<file path="config.mk">
export PLATFORM = sky130hd
export DESIGN_NAME = seven_seg_scan_ctrl_flat
export DESIGN_NICKNAME = d
export VERILOG_FILES = /design/src/rtl/seven_seg_scan_ctrl_if.sv /design/src/rtl/seven_seg_scan_ctrl.sv /design/src/flat_wrapper.sv
export SDC_FILE = /design/constraint.sdc
export NUM_CORES = 1
export LEC_CHECK = 0
export ABC_AREA = 1
export BUFFER_PORTS_ARGS = -buffer_cell sky130_fd_sc_hd__buf_4
export CAP_MARGIN = 15
export CORE_MARGIN = 2
export CORE_UTILIZATION = 25
export DETAILED_ROUTE_END_ITERATION = 10
export MAX_ROUTING_LAYER = met4
export SLEW_MARGIN = 20
export SYNTH_ARGS = -nofsm -noshare
export SYNTH_HDL_FRONTEND = slang
export SYNTH_SLANG_ARGS = --single-unit
</file>
<file path="constraint.sdc">
create_clock -name clock -period 5.4 [get_ports clock]
set_clock_uncertainty 0.15 [all_clocks]
set_input_delay 1.08 -clock clock [delete_from_list [all_inputs] [get_ports clock]]
set_output_delay 1.08 -clock clock [all_outputs]
set_load 0.005 [all_outputs]
</file>
<file path="src/rtl/seven_seg_scan_ctrl_if.sv">
// ---------------------------------------------------------------------------
// seven_seg_scan_ctrl_if
// Requester-side update channel for the seven-segment scan controller.
//   load         : requester asks to update the display; held until load_ack
//   value[15:0]  : four hex nibbles, nibble 0 = rightmost digit
//   dp[3:0]      : decimal point per digit, 1 = on
//   digit_en[3:0]: per-digit enable, 1 = shown
//   load_ack     : one-cycle pulse the cycle after the update was captured
//   pending_full : an accepted update is waiting for the next frame boundary
// Modports: master = requester, slave = controller.
// ---------------------------------------------------------------------------
interface seven_seg_scan_ctrl_if;
    logic        load;
    logic [15:0] value;
    logic [3:0]  dp;
    logic [3:0]  digit_en;
    logic        load_ack;
    logic        pending_full;

    modport master (
        output load, value, dp, digit_en,
        input  load_ack, pending_full
    );

    modport slave (
        input  load, value, dp, digit_en,
        output load_ack, pending_full
    );
endinterface

</file>
<file path="src/rtl/seven_seg_scan_ctrl.sv">
// ---------------------------------------------------------------------------
// seven_seg_scan_ctrl
// Scan scheduler for a 4-digit common-anode seven-segment display. Each digit
// slot is a BLANK gap (all anodes off) followed by a DRIVE period. Updates
// arrive through a load/ack handshake into a pending buffer that is copied
// into the active register only at the frame boundary, so one frame never
// mixes two values.
//
// Ports:
//   clock      : system clock, rising edge
//   reset      : asynchronous, active-high
//   req        : update channel (seven_seg_scan_ctrl_if.slave)
//   frame_tick : one-cycle pulse during the last DRIVE cycle of digit 3
//   an[3:0]    : anodes, active-low
//   seg[6:0]   : segments g..a, active-low
//   dp_n       : decimal point, active-low
//
// Optional build macro: LEADING_ZERO_BLANK_EN -- when defined, digits 3..1
// are dark while the digit and all higher digits are zero and that digit's
// decimal point is off. Digit 0 is always eligible. Timing is unchanged.
// ---------------------------------------------------------------------------
module seven_seg_scan_ctrl #(
    parameter int DIGIT_TICKS = 12500,
    parameter int BLANK_TICKS = 250
) (
    input  logic                        clock,
    input  logic                        reset,
    seven_seg_scan_ctrl_if.slave        req,
    output logic                        frame_tick,
    output logic [3:0]                  an,
    output logic [6:0]                  seg,
    output logic                        dp_n
);

    localparam int MAX_TICKS = (DIGIT_TICKS > BLANK_TICKS) ? DIGIT_TICKS : BLANK_TICKS;
    localparam int CW        = $clog2(MAX_TICKS);

    localparam logic [CW-1:0] BLANK_LAST = CW'(BLANK_TICKS - 1);
    localparam logic [CW-1:0] DIGIT_LAST = CW'(DIGIT_TICKS - 1);

    typedef enum logic [0:0] {
        ST_BLANK = 1'b0,
        ST_DRIVE = 1'b1
    } state_t;

    // Standard hex font, active-low, bit order g,f,e,d,c,b,a.
    function automatic logic [6:0] hex_to_seg(input logic [3:0] nib);
        logic [6:0] s;
        case (nib)
            4'h0:    s = 7'h40;
            4'h1:    s = 7'h79;
            4'h2:    s = 7'h24;
            4'h3:    s = 7'h30;
            4'h4:    s = 7'h19;
            4'h5:    s = 7'h12;
            4'h6:    s = 7'h02;
            4'h7:    s = 7'h78;
            4'h8:    s = 7'h00;
            4'h9:    s = 7'h10;
            4'hA:    s = 7'h08;
            4'hB:    s = 7'h03;
            4'hC:    s = 7'h46;
            4'hD:    s = 7'h21;
            4'hE:    s = 7'h06;
            4'hF:    s = 7'h0E;
            default: s = 7'h7F;
        endcase
        return s;
    endfunction

`ifdef LEADING_ZERO_BLANK_EN
    // True when digit d is a leading zero with no decimal point of its own.
    function automatic logic lz_suppress(input logic [1:0]  d,
                                         input logic [15:0] v,
                                         input logic [3:0]  p);
        logic r;
        case (d)
            2'd1:    r = (v[15:4]  == 12'h000) && !p[1];
            2'd2:    r = (v[15:8]  == 8'h00)   && !p[2];
            2'd3:    r = (v[15:12] == 4'h0)    && !p[3];
            default: r = 1'b0;
        endcase
        return r;
    endfunction
`endif

    state_t          state_q, state_d;
    logic [1:0]      digit_q, digit_d;
    logic [CW-1:0]   tick_q, tick_d;

    logic [3:0]      an_q, an_d;
    logic [6:0]      seg_q, seg_d;
    logic            dp_n_q, dp_n_d;
    logic            frame_tick_q, frame_tick_d;

    logic            load_ack_q, load_ack_d;
    logic            pending_full_q, pending_full_d;
    logic [15:0]     pend_value_q, pend_value_d;
    logic [3:0]      pend_dp_q, pend_dp_d;
    logic [3:0]      pend_en_q, pend_en_d;
    logic [15:0]     act_value_q, act_value_d;
    logic [3:0]      act_dp_q, act_dp_d;
    logic [3:0]      act_en_q, act_en_d;

    logic            xfer_s;
    logic            accept_s;
    logic            show_s;
    logic [3:0]      nib_s;

    // Scan sequencer: BLANK/DRIVE slot timing and digit index.
    always_comb begin
        state_d = state_q;
        digit_d = digit_q;
        tick_d  = tick_q + CW'(1);
        case (state_q)
            ST_BLANK: begin
                if (tick_q == BLANK_LAST) begin
                    state_d = ST_DRIVE;
                    tick_d  = {CW{1'b0}};
                end else begin
                    state_d = ST_BLANK;
                end
            end
            ST_DRIVE: begin
                if (tick_q == DIGIT_LAST) begin
                    state_d = ST_BLANK;
                    tick_d  = {CW{1'b0}};
                    digit_d = digit_q + 2'd1;
                end else begin
                    state_d = ST_DRIVE;
                end
            end
            default: begin
                state_d = ST_BLANK;
                tick_d  = {CW{1'b0}};
                digit_d = 2'd0;
            end
        endcase
    end

    // Display outputs for the state being entered, so pins change on the
    // same edge as the state. Active data never changes on an edge that
    // enters DRIVE, so reading the current active register is safe here.
    always_comb begin
        nib_s  = act_value_q[{digit_d, 2'b00} +: 4];
        show_s = act_en_q[digit_d];
`ifdef LEADING_ZERO_BLANK_EN
        show_s = show_s && !lz_suppress(digit_d, act_value_q, act_dp_q);
`endif
        if ((state_d == ST_DRIVE) && show_s) begin
            an_d   = ~(4'b0001 << digit_d);
            seg_d  = hex_to_seg(nib_s);
            dp_n_d = ~act_dp_q[digit_d];
        end else begin
            an_d   = 4'hF;
            seg_d  = 7'h7F;
            dp_n_d = 1'b1;
        end
        frame_tick_d = (state_d == ST_DRIVE) && (digit_d == 2'd3) && (tick_d == DIGIT_LAST);
    end

    // Handshake and buffers. frame_tick_q marks the frame's last cycle, so
    // the pending->active copy happens on the edge that ends it. A load is
    // refused in an ack cycle so a still-held load is not captured twice.
    always_comb begin
        xfer_s   = frame_tick_q && pending_full_q;
        accept_s = req.load && !load_ack_q && (!pending_full_q || xfer_s);

        if (xfer_s) begin
            act_value_d = pend_value_q;
            act_dp_d    = pend_dp_q;
            act_en_d    = pend_en_q;
        end else begin
            act_value_d = act_value_q;
            act_dp_d    = act_dp_q;
            act_en_d    = act_en_q;
        end

        if (accept_s) begin
            pend_value_d   = req.value;
            pend_dp_d      = req.dp;
            pend_en_d      = req.digit_en;
            pending_full_d = 1'b1;
        end else if (xfer_s) begin
            pend_value_d   = pend_value_q;
            pend_dp_d      = pend_dp_q;
            pend_en_d      = pend_en_q;
            pending_full_d = 1'b0;
        end else begin
            pend_value_d   = pend_value_q;
            pend_dp_d      = pend_dp_q;
            pend_en_d      = pend_en_q;
            pending_full_d = pending_full_q;
        end

        load_ack_d = accept_s;
    end

    // State, buffer and output registers.
    always_ff @(posedge clock or posedge reset) begin
        if (reset) begin
            state_q        <= ST_BLANK;
            digit_q        <= 2'd0;
            tick_q         <= {CW{1'b0}};
            an_q           <= 4'hF;
            seg_q          <= 7'h7F;
            dp_n_q         <= 1'b1;
            frame_tick_q   <= 1'b0;
            load_ack_q     <= 1'b0;
            pending_full_q <= 1'b0;
            pend_value_q   <= 16'h0000;
            pend_dp_q      <= 4'h0;
            pend_en_q      <= 4'h0;
            act_value_q    <= 16'h0000;
            act_dp_q       <= 4'h0;
            act_en_q       <= 4'h0;
        end else begin
            state_q        <= state_d;
            digit_q        <= digit_d;
            tick_q         <= tick_d;
            an_q           <= an_d;
            seg_q          <= seg_d;
            dp_n_q         <= dp_n_d;
            frame_tick_q   <= frame_tick_d;
            load_ack_q     <= load_ack_d;
            pending_full_q <= pending_full_d;
            pend_value_q   <= pend_value_d;
            pend_dp_q      <= pend_dp_d;
            pend_en_q      <= pend_en_d;
            act_value_q    <= act_value_d;
            act_dp_q       <= act_dp_d;
            act_en_q       <= act_en_d;
        end
    end

    assign an               = an_q;
    assign seg              = seg_q;
    assign dp_n             = dp_n_q;
    assign frame_tick       = frame_tick_q;
    assign req.load_ack     = load_ack_q;
    assign req.pending_full = pending_full_q;

endmodule
</file>
<file path="src/flat_wrapper.sv">
// flat-port wrapper written by rule: the top's interface ports become plain ports
module seven_seg_scan_ctrl_flat 
#(
    parameter int DIGIT_TICKS = 12500,
    parameter int BLANK_TICKS = 250
)
  (clock, reset, frame_tick, an, seg, dp_n, req_load, req_value, req_dp, req_digit_en, req_load_ack, req_pending_full);
  seven_seg_scan_ctrl_if req_i ();
  input  logic clock;
  input  logic reset;
  output logic frame_tick;
  output logic [3:0] an;
  output logic [6:0] seg;
  output logic dp_n;
  input wire logic [$bits(req_i.load)-1:0] req_load;
  input wire logic [$bits(req_i.value)-1:0] req_value;
  input wire logic [$bits(req_i.dp)-1:0] req_dp;
  input wire logic [$bits(req_i.digit_en)-1:0] req_digit_en;
  output wire logic [$bits(req_i.load_ack)-1:0] req_load_ack;
  output wire logic [$bits(req_i.pending_full)-1:0] req_pending_full;
  assign req_i.load = req_load;
  assign req_i.value = req_value;
  assign req_i.dp = req_dp;
  assign req_i.digit_en = req_digit_en;
  assign req_load_ack = req_i.load_ack;
  assign req_pending_full = req_i.pending_full;
  seven_seg_scan_ctrl #(.DIGIT_TICKS(DIGIT_TICKS), .BLANK_TICKS(BLANK_TICKS)) u_core (.clock(clock), .reset(reset), .req(req_i), .frame_tick(frame_tick), .an(an), .seg(seg), .dp_n(dp_n));
endmodule
</file>
Word level (Yosys, flattened, before mapping)
Memories as Yosys holds them, arrays and structs flattened.
Cells that the tools add are included.
W data, S select, Z words.
Storage, ports and cells
  flip-flop bits (word level): 80
  memory bits (read-only): 112
  input port bits: 27
  output and inout bits: 15
  word-level logic and storage cells: 55
  memories: 1
Memory list
  (no name shown): words 16, width 7, rd ports 1, clocked after memory_dff 0, write ports 0, RTL line seven_seg_scan_ctrl.sv:49  | case (nib)
Operators by class
  add/subtract/negate cells: 2
  magnitude comparators: 1
  equality and inequality tests: 4
  shift operators: 2
  muxes and demuxes: 17
  bitwise gates (word level): 3
  reductions and logical operators: 10
Operators by type and width (count)
  $eq A14 B14 Y1 const B: 2
  $mux W14: 2
  $pmux W14 S2: 1
  $shiftx A16 B5 Y4: 1
  $add A14 B1 Y14 const B: 1
  $eq A14 B8 Y1 const B: 1
  $mux W1: 7
  $mux W7: 1
  $logic_and A1 B1 Y1: 6
  $bmux W1 S2: 2
  $mux W2: 2
  $mux W4: 1
  $not A4 Y4: 1
  $shl A1 B2 Y4 const A: 1
  $lt A2 B3 Y1 const B: 1
  $add A2 B1 Y2 const B: 1
  $eq A2 B2 Y1 const B: 1
  $logic_not A1 Y1: 2
  $not A1 Y1: 2
  $pmux W1 S2: 1
  $reduce_bool A2 Y1: 1
  $logic_or A1 B1 Y1: 1

Longest topological paths before layout
  depth after elaboration: 7
  depth in mapped cells: 18
  depth with buffers taken out: 17

Worst setup path before layout
OpenSTA, ideal clock, no wires.
  path type: reg2reg
  start: reg u_core.tick_q[0]
  end: reg u_core.seg_q[3] (netlist: u_core.seg[3])
  data arrival time: 2227 ps
  data required time: 5186 ps
  slack: 2960 ps
  stages on the path, launching flop included: 19
  period minus slack after synthesis: 2440 ps
  path through: dfrtp_1 > ha_1 > nand3_1 > nor2_2 > nand3_2 > nand2_4 > nand2_4 > buf_6 > nand2_1 > nand2_1 > nand2_1 > nand2_2 > inv_1 > ha_1 > inv_1 > nand3_1 > nand2_1 > nand2_1 > nand3_1
On the way
  word-level cells in the longest chain between the ends: 7
  elaborated cells on any way between the ends: 13
  those cells by class: eq/ne: 2; shift: 1; mux: 8; reduce/logical: 1; memory: 1
Ends and longest elaborated chain
  from (decl): RTL line seven_seg_scan_ctrl.sv:89  | logic [CW-1:0] tick_q, tick_d;
  from (signal assigned): RTL line seven_seg_scan_ctrl.sv:204  | tick_q <= {CW{1'b0}};
  from (signal assigned): RTL line seven_seg_scan_ctrl.sv:220  | tick_q <= tick_d;
  parallel branches: the longest is 6 deep, another holds $mem_v2 Z16 W7
  $mux W7 (*): RTL line seven_seg_scan_ctrl.sv:150  | if ((state_d == ST_DRIVE) && show_s) begin
  named net u_core.seg_d[3]: RTL line seven_seg_scan_ctrl.sv:92  | logic [6:0] seg_q, seg_d;
  to (signal assigned): RTL line seven_seg_scan_ctrl.sv:222  | seg_q <= seg_d;
  to (decl): RTL line seven_seg_scan_ctrl.sv:92
Mark *: on every way through the listed nets, which the timed path passes. The select of a mux whose other input is x is not followed.
A chain may end at the register's enable or synchronous reset.

Worst setup path in the final report
  start: reg u_core.tick_q[0]
  end: reg u_core.seg_q[3] (netlist: u_core.seg[3])
On the way
  word-level cells in the longest chain between the ends: 7
  elaborated cells on any way between the ends: 13
  those cells by class: eq/ne: 2; shift: 1; mux: 8; reduce/logical: 1; memory: 1
Ends and longest elaborated chain
  $eq A14 B14 Y1 (*): RTL line seven_seg_scan_ctrl.sv:125  | if (tick_q == DIGIT_LAST) begin
  $mux W2 (*): RTL line seven_seg_scan_ctrl.sv:125
  $mux W2 (*): RTL line seven_seg_scan_ctrl.sv:115  | case (state_q)
  named net u_core.digit_d[0]: RTL line seven_seg_scan_ctrl.sv:88  | logic [1:0] digit_q, digit_d;
  parallel branches: the longest is 3 deep, another holds $mem_v2 Z16 W7
  $mux W7 (*): RTL line seven_seg_scan_ctrl.sv:150
  named net u_core.seg_d[3]: RTL line seven_seg_scan_ctrl.sv:92
Marks and branches as above.

==> impl_metrics.ini <==
[worst_setup_path]
worst_setup_path_start_kind = register
cp_num_buf_inv = 2
crit_path_frequent_cell = nand2_1
cp_slowest_cell = dfrtp_1
path_cells = ha_1, nand3_1, nor2_1, nand4_1, nand2_1, nand2_1, nand2_1, nand2_1, nand2_2, inv_1, ha_1, inv_1, nand3_1, nand2_1, nand2_1, nand3_1
cpPeakStageDelay_ns = 0.41
arrival_ns = 2.83
criticalPathCategory = reg -> reg
crit_required_ns = 5.53
worstSetupEndpointType = register
worst-path-max-fanout = 9
critPathTopFamily = simple AND/OR/NAND/NOR gates

[synth]
avgSynthCellArea_um2 = 8.23
synth-edff-count = 0
synth_area_leaders = dfrtp_1 (44%), nand2_1 (14%), dfstp_2 (8.2%), o21ai_0 (6.2%), inv_1 (6.2%)
synthAdderAreaFrac = 0.0259
ys_ff_latch = 80
synth.most_common_cell = nand2_1
synth_mux_area_frac = 0.00291
synthArstFlopShare = 1.00
synth_largest_area_cell = dfrtp_1
synth_commonest_cells = nand2_1 (141), dfrtp_1 (68), inv_1 (64)
syn_area_um2 = 3870
synthCells = 470
synth_compound_area_frac = 0.0676
ys_seq_area_frac = 0.522
synth_fp_nets = 505
synth_warnings = 0
netlist.area_leader.share = 0.440
yosys.area_share.simple = 0.287
synth_xor_area_frac = 0.0113
synth_top_family_by_area = simple AND/OR/NAND/NOR gates
ys.flop_type = dfrtp_1
synth_cell_types = 32

[sta]
hold_violations = 0
maxSlewViolCount = 0
tightest_slew_ns = 0.696
setup_ws_ns = 2.70
setup-tns-final_ns = 0
relSlewSlack = 0.535
setup_viol_count_final = 0
max_freq_mhz = 370
rsz0062_at_grt = no
period_share = 0.500
period_needed_ns = 2.70

[floorplan]
initial_utilization = 0.255
num_rows = 45
die_area_um2 = 16500
die_w_um = 128
core_um2 = 15100
die_h_um = 128
io_pins = 42

[final_layout]
fin_area_um2 = 4660
nets = 547
post-route-util = 0.308
antenna_cells = 0
nFillCells = 1582
drive_gt1_frac = 0.207
syn_to_final_growth_pct = 20.5

[clock_tree]
htree_levels = 3
cts_setup_buffers = 0
ctsResizeCount = 0
clkTransAtPathRegs_ns = 0.06
cts.hold.buffers_added = 0
clk_latency_ns = 0.35
cts_buffer_depth = 2
cts_tree = built
cts_inserted_buffers = 9
cts.sinks = 80
ctsRootBufferMaster = clkbuf_16

[grt]
grt_pass1_vias = 2861
track_usage = 0.108
grt_first_pass_wirelength_um = 13700
grt_max_degree = 49
grt_overflow_total = 0
antenna_found_initial = 0

[detailed_routing]
drt-wirelength-per-cell_um = 11.1
drtAntennaViolNets = 0
first_pass_iters = 4
viasPerCell = 4.11
vias = 2896
drtIter0Drc = 105
drc_errors = 0
drt-total-wl_um = 7790

[placement]
dp_slack_ns = 2.74
gp_congestion = 0.869
hpwlAfterDp_um = 5690
port_buffers = 41
place_area_um2 = 4370

[job]
cap_violations = 0

[run_status]
status = finished clean

[pwr]
leakagePower_nw = 2.28
peakVddDrop_mv = 0.119
powerDensity_nw_per_um2 = 260

[worst_hold_path]
hold_class = reg -> reg
## state kept, by name (all words and copies together) (netlist names)
register                 flops
u_core.seg                   7
u_core.pend_en_q             4
u_core.pend_dp_q             4
u_core.pend_value_q         16
u_core.act_value_q          16
u_core.req.load_ack          1
u_core.act_en_q              4
u_core.req.pending_full      1
u_core.frame_tick            1
u_core.state_q               1
u_core.an                    4
u_core.dp_n                  1
u_core.digit_q               2
u_core.tick_q               14
u_core.act_dp_q              4
## final timing paths
check | from | to | slack (ns) | cells past startpoint
max | u_core.tick_q[0]$_DFF_PP0_ | u_core.seg[3]$_DFF_PP1_ | 2.70 | 16
min | u_core.pend_en_q[3]$_DFFE_PP0P_ | u_core.pend_en_q[3]$_DFFE_PP0P_ | 0.33 | 2
max reg2reg | u_core.tick_q[0]$_DFF_PP0_ | u_core.seg[3]$_DFF_PP1_ | 2.70 | 16
min reg2reg | u_core.pend_en_q[3]$_DFFE_PP0P_ | u_core.pend_en_q[3]$_DFFE_PP0P_ | 0.33 | 2
max in group asynchronous | reset | u_core.seg[3]$_DFF_PP1_ | 3.45 | 3
min in group asynchronous | reset | u_core.req.load_ack$_DFF_PP0_ | 0.68 | 2
## through the flow
stage / power [mW] / hold WS, ns / cells
after global placement: 0.638 / 0.316 / 689
after detailed placement: 0.638 / 0.322 / 689
after CTS: 1.23 / 0.339 / 705
after global routing: 1.26 / 0.367 / 705
after floorplan: 0.619 / 0.294 / 470
final: 1.21 / 0.328 / 705
## cell usage in the layout, fill, tap and decap left out, drive strengths merged
| cell type | n |
|---|---|
| xnor2 | 1 |
| nand3 | 34 |
| clkbuf | 10 |
| nand4 | 6 |
| a21oi | 1 |
| o2111ai | 1 |
| clkinv | 4 |
| nor3 | 5 |
| dfrtp | 68 |
| buf | 43 |
| mux2 | 1 |
| or2 | 1 |
| xor2 | 4 |
| clkinvlp | 1 |
| dfstp | 12 |
| nor3b | 1 |
| inv | 70 |
| nand2 | 160 |
| nand3b | 1 |
| nor2 | 36 |
| ha | 8 |
| o21ai | 48 |
| a21o | 1 |
## where the power goes
group / internal [mW] / switching (mW) / total (mW)
sequential: 0.600 / 0 / 0.600
clock: 0.330 / 0.256 / 0.586
combinational: 0.0123 / 0.0138 / 0.0261
## per-layer routing
| metal | routed length, µm | global-route usage | vias to the layer above |
|---|---|---|---|
| met3 | 244 | 0.0225 | 13 |
| met2 | 3380 | 0.157 | 44 |
| met1 | 3990 | 0.142 | 1293 |
| met4 | 174 | 0.0524 | 0 |
| met5 | 0 | - | - |
| li1 | - | - | 1546 |
## cell families (layout without fill, tap and decap cells)
logic type | Yosys count | in the layout
simple gates | 244 | 244
buf+inv | 81 | 128
flops | 80 | 80
compound gates | 51 | 51
fa+ha+maj | 8 | 8
xor+xnor | 5 | 5
mux | 1 | 1
## worst reg2reg max path, cell delays in order, from the launching register on
cell and delay (ns):
dfrtp_1 0.41, ha_1 0.27, nand3_1 0.11, nor2_1 0.20, nand4_1 0.14, nand2_1 0.30, nand2_1 0.10, nand2_1 0.08
nand2_1 0.07, nand2_2 0.09, inv_1 0.09, ha_1 0.29, inv_1 0.06, nand3_1 0.07, nand2_1 0.07, nand2_1 0.05
nand3_1 0.09
## area by class of cell
cell class,instances,area [µm²],area share
clock inverter,6,50.0,0.0107
inverter,69,268,0.0575
tap,188,235,0.0505
sequential,80,2020,0.433
multi-input combinational,309,1530,0.328
clock buffer,10,239,0.0513
timing repair buffer,43,323,0.0693
Note: power is estimated with default switching activity, not from simulation.
